--- src/rtl/vend_pkg.sv ---
`default_nettype none
// ---------------------------------------------------------------------------
// vend_pkg : coin codes, coin values and dispenser state encoding (rev 1.0)
// ---------------------------------------------------------------------------
package vend_pkg;

  localparam logic [1:0] COIN_NONE = 2'b00;
  localparam logic [1:0] COIN_ONE  = 2'b01;
  localparam logic [1:0] COIN_TWO  = 2'b10;

  localparam int unsigned ONE_VALUE = 1;
  localparam int unsigned TWO_VALUE = 2;

  typedef enum logic [2:0] {
    ST_IDLE  = 3'd0,
    ST_CHECK = 3'd1,
    ST_EMIT  = 3'd2,
    ST_GAP   = 3'd3,
    ST_DONE  = 3'd4
  } disp_state_t;

  function automatic int unsigned coin_value(input logic [1:0] code);
    case (code)
      COIN_ONE: coin_value = ONE_VALUE;
      COIN_TWO: coin_value = TWO_VALUE;
      default:  coin_value = 0;
    endcase
  endfunction

endpackage
`default_nettype wire

--- src/rtl/change_dispenser.sv ---
`default_nettype none
// ---------------------------------------------------------------------------
// change_dispenser : greedy largest-first coin return on the 2-bit coin bus (rev 1.0)
// ---------------------------------------------------------------------------
module change_dispenser
  import vend_pkg::*;
#(
  parameter int AMT_W      = 4,
  parameter int STOCK_W    = 6,
  parameter int INIT_ONE   = 8,
  parameter int INIT_TWO   = 8,
  parameter int GAP_CYCLES = 1
) (
  input  logic               clk,
  input  logic               rst,
  input  logic               req_valid,
  input  logic [AMT_W-1:0]   req_amount,
  output logic               req_ready,
  input  logic               refill,
  output logic [1:0]         coin,
  output logic               busy,
  output logic               done,
  output logic               short,
  output logic [STOCK_W-1:0] stock_one,
  output logic [STOCK_W-1:0] stock_two
);

  disp_state_t        r_state;
  disp_state_t        w_next;
  logic [AMT_W-1:0]   r_rem;
  logic [STOCK_W-1:0] r_stock_one;
  logic [STOCK_W-1:0] r_stock_two;
  logic [1:0]         r_sel;
  logic [1:0]         w_sel;
  logic               r_short;
  logic               w_short;
  logic [3:0]         r_gap_cnt;

  always_ff @(posedge clk) begin
    if (rst) r_state <= ST_IDLE;
    else     r_state <= w_next;
  end

  always_comb begin
    w_next  = r_state;
    w_sel   = COIN_NONE;
    w_short = 1'b0;
    case (r_state)
      ST_IDLE: begin
        if (req_valid) w_next = ST_CHECK;
      end
      ST_CHECK: begin
        // A coin is only chosen when its stock is nonzero, so stocks cannot underflow
        if (r_rem >= AMT_W'(TWO_VALUE) && r_stock_two != '0) begin
          w_sel  = COIN_TWO;
          w_next = ST_EMIT;
        end else if (r_rem != '0 && r_stock_one != '0) begin
          w_sel  = COIN_ONE;
          w_next = ST_EMIT;
        end else begin
          w_short = (r_rem != '0);
          w_next  = ST_DONE;
        end
      end
      ST_EMIT: w_next = (GAP_CYCLES > 0) ? ST_GAP : ST_CHECK;
      ST_GAP: begin
        if (r_gap_cnt == 4'd0) w_next = ST_CHECK;
      end
      ST_DONE: w_next = ST_IDLE;
      default: w_next = ST_IDLE;
    endcase
  end

  always_ff @(posedge clk) begin
    if (rst) begin
      r_rem       <= '0;
      r_sel       <= COIN_NONE;
      r_short     <= 1'b0;
      r_gap_cnt   <= 4'd0;
      r_stock_one <= STOCK_W'(INIT_ONE);
      r_stock_two <= STOCK_W'(INIT_TWO);
    end else begin
      if (r_state == ST_IDLE && req_valid) r_rem <= req_amount;
      if (r_state == ST_CHECK) begin
        r_sel   <= w_sel;
        r_short <= w_short;
      end
      if (r_state == ST_EMIT) begin
        r_rem     <= r_rem - AMT_W'(coin_value(r_sel));
        r_gap_cnt <= 4'(GAP_CYCLES - 1);
      end else if (r_state == ST_GAP && r_gap_cnt != 4'd0) begin
        r_gap_cnt <= r_gap_cnt - 4'd1;
      end
      // Refill wins over a coincident EMIT decrement
      if (refill) begin
        r_stock_one <= STOCK_W'(INIT_ONE);
        r_stock_two <= STOCK_W'(INIT_TWO);
      end else if (r_state == ST_EMIT) begin
        if (r_sel == COIN_TWO)      r_stock_two <= r_stock_two - STOCK_W'(1);
        else if (r_sel == COIN_ONE) r_stock_one <= r_stock_one - STOCK_W'(1);
      end
    end
  end

  assign coin      = (r_state == ST_EMIT) ? r_sel : COIN_NONE;
  assign busy      = (r_state != ST_IDLE);
  assign req_ready = (r_state == ST_IDLE);
  assign done      = (r_state == ST_DONE);
  assign short     = (r_state == ST_DONE) && r_short;
  assign stock_one = r_stock_one;
  assign stock_two = r_stock_two;

endmodule
`default_nettype wire

--- config.mk ---
export PLATFORM = sky130hd
export DESIGN_NAME = change_dispenser
export DESIGN_NICKNAME = d
export VERILOG_FILES = /design/src/rtl/vend_pkg.sv /design/src/rtl/change_dispenser.sv
export SDC_FILE = /design/constraint.sdc
export NUM_CORES = 1
export LEC_CHECK = 0
export BUFFER_PORTS_ARGS = -buffer_cell sky130_fd_sc_hd__buf_4
export CAP_MARGIN = 20
export CORE_MARGIN = 2
export CORE_UTILIZATION = 39
export CTS_CLUSTER_SIZE = 16
export DETAILED_ROUTE_END_ITERATION = 16
export SLEW_MARGIN = 0
export SYNTH_ARGS = -nofsm -noshare
export SYNTH_HDL_FRONTEND = slang
export SYNTH_SLANG_ARGS = --single-unit
--- constraint.sdc ---
create_clock -name clk -period 2.8 [get_ports clk]
set_clock_uncertainty 0.1 [all_clocks]
set_input_delay 0.14 -clock clk [delete_from_list [all_inputs] [get_ports clk]]
set_output_delay 0.14 -clock clk [all_outputs]
set_load 0.02 [all_outputs]
==> flow_summary.ini <==
[clock_tree]
max-clock-path-buffers = 2
cts_tree = built
h-tree-depth = 1
path_clk_slew_ps = 140
clock_latency_ps = 330
cts_root_buffer = clkbuf_4
cts_made_buffers = 3
cts_sinks = 26

[timing]
setup_tns_ps = 0
slew-limit-headroom = 0.622
fin_crit_ps = 2110
fin_crit_sh = 0.753
fmax_ghz = 0.474
slew_viol_final = 0
setup_viol = 0
final-hold-violation-count = 0
rsz0062_at_grt = false
tightest_slew_ps = 566

[setup_path]
rrSetupSlack_ps = 830
crit_path_end = coin[1]
arrival_ps = 1870
cp-startpoint = r_state[1]
end_kind = output port
cp-start-kind = flip-flop
critPathMaxFanout = 14
critPathRequiredTime_ps = 2560
reg2reg_from = r_sel[0]
r2r.worst_path.cells = 6
crit_type = reg2out
worstReg2RegEnd = r_rem[1]

[synthesis]
netlist.top_cell.by_area = dfxtp_1
synth_top_flop_cell = dfxtp_1
synth.distinct_cells = 39
syn-instance-count = 164
avgSynthCellArea_um2 = 8.42
synth.top_cell.area_share = 0.377
synthArstFlopShare = 0
ys_warn_count = 0
synth_edf_count = 0
ys_ff_latch = 26
synth.area.top_cells = dfxtp_1 (38%), ha_1 (5.4%), nor2_1 (5.2%), xnor2_1 (3.8%), a21oi_1 (3.6%)
syn_nets = 179
syn-cell-area_um2 = 1380
seq_area_frac_synth = 0.377

[worst_hold_path]
hp-class = in2reg
hp-start = req_amount[3]
hold_depth = 3

[final_layout]
nets = 204
final_cell_mix = buf_4 (26), dfxtp_1 (26), nor2_1 (19)
syn2layout_area_growth_pct = 20.0
finalNonFillerCells = 234
layout-drive-gt1-share = 0.181
diodes = 0

[grt]
grt_pass1_wl_um = 5460
antenna_found_initial = 0
grt-ovfl-total = 0
grt_max_degree = 17
grt_pass1_vias = 1260
grt_usage = 0.164

[floorplanning]
core_area_um2 = 3360
dieHeight_um = 63.5
start_util = 0.411
ios = 26
num_rows = 21
dieArea_um2 = 4030
die_w_um = 63.5

[placed_design]
dp_cells = 228
port_buffers = 25
dpl.hpwl_um = 2250
gp_congestion = 0.770

[drt]
wire_per_inst_um = 12.6
vias_per_cell = 5.24
drc = 0
drt_pass1_iterations = 4
vias = 1225
dr.first_iter.drc_count = 103
drt-total-wl_um = 2950
ant_nets = 0

[status]
outcome = complete, no violations

[run]
maxCapViolations = 0

[power]
peakVddDrop_mv = 0.206
powerDensity_nw_per_um2 = 468
p_leak_nw = 0.613
per-stage QoR:
| stage | utilization | setup WS (ps) | instance area [um2] | hold WS, ps | total power (W) |
|---|---|---|---|---|---|
| 2_1_floorplan | - | 927 | 1380 | 130 | 0.000537 |
| 3_3_place_gp | 0.476 | 922 | 1600 | 241 | 0.000586 |
| 3_5_place_dp | 0.476 | 876 | 1600 | 243 | 0.000588 |
| 4_1_cts | 0.493 | 695 | 1660 | 24.6 | 0.000787 |
| 5_1_grt | 0.493 | 547 | 1660 | 30.8 | 0.000827 |
| 6_report | 0.493 | 691 | 1660 | 21.0 | 0.000775 |
synth_stat cells (3+ instances only):
| cell | n |
|---|---|
| dfxtp_1 | 26 |
| nor2_1 | 19 |
| inv_1 | 12 |
| a21oi_1 | 10 |
| nor3_1 | 9 |
| nand3_1 | 7 |
| clkbuf_1 | 6 |
| ha_1 | 6 |
| nand2_1 | 6 |
| xnor2_1 | 6 |
| o21ai_0 | 5 |
| o31ai_1 | 5 |
| xor2_1 | 5 |
| and2_1 | 3 |
| nor3b_1 | 3 |
| or4_1 | 3 |
layer usage:
layer | part of all wire | wire, um | global-route usage | vias to the layer above
li1 | - | - | - | 629
met1 | 0.49 | 1430 | 0.215 | 571
met2 | 0.47 | 1390 | 0.275 | 21
met3 | 0.035 | 102 | 0.0321 | 4
met4 | 0.0098 | 29 | 0.0435 | 0
met5 | 0 | 0 | 0 | -
worst max-delay path, stage by stage, from the launching register on:
cell	delay (ps)
dfxtp_1	610
nor3b_4	380
buf_4	260
and2_1	160
buf_4	140
final cells by class:
type                    instances  area [um2]
fillers                       357        1710
inverters                      12        45.0
flip-flops and latches         26         520
clock buffers                   4        36.3
well taps                      46        57.6
multi-input cells             118         783
repair buffers                 28         215
logic make-up after synthesis:
| group | Yosys count | share of synthesized area |
|---|---|---|
| AO/OA/AOI/OAI | 31 | 0.146 |
| XOR/XNOR | 11 | 0.0697 |
| adder cells (fa/ha/maj) | 7 | 0.0688 |
| buffers and inverters | 20 | 0.0562 |
| flip-flops | 26 | 0.377 |
| multiplexers | 1 | 0.00725 |
| AND/OR/NAND/NOR | 68 | 0.275 |
flip-flops by register name, indices dropped and copies added (netlist names):
signal and count:
stock_one 6, stock_two 6, r_gap_cnt 4, r_rem 4
r_state 3, r_sel 2, r_short 1
worst min path at each step:
| stage | end | slack, ps |
|---|---|---|
| after floorplan | r_gap_cnt[1] | 130 |
| after global placement | stock_one[3] | 240 |
| after detailed placement | stock_two[3] | 240 |
| after CTS | r_rem[3] | 20 |
| after global routing | r_rem[3] | 30 |
| final | r_rem[3] | 20 |
power by group:
group / switching, W / internal, W / total, W
combinational: 0.0000927 / 0.0000736 / 0.000166
sequential: 0.0000287 / 0.000386 / 0.000415
clock: 0.000114 / 0.0000797 / 0.000194
total: 0.000236 / 0.000539 / 0.000775
repair_timing:
action,CTS,global route
hold buffers,2,0
gates resized for setup,0,0
endpoints found under the hold margin,8,0
setup buffers,0,0
Note: power is estimated with default switching activity, not from simulation.
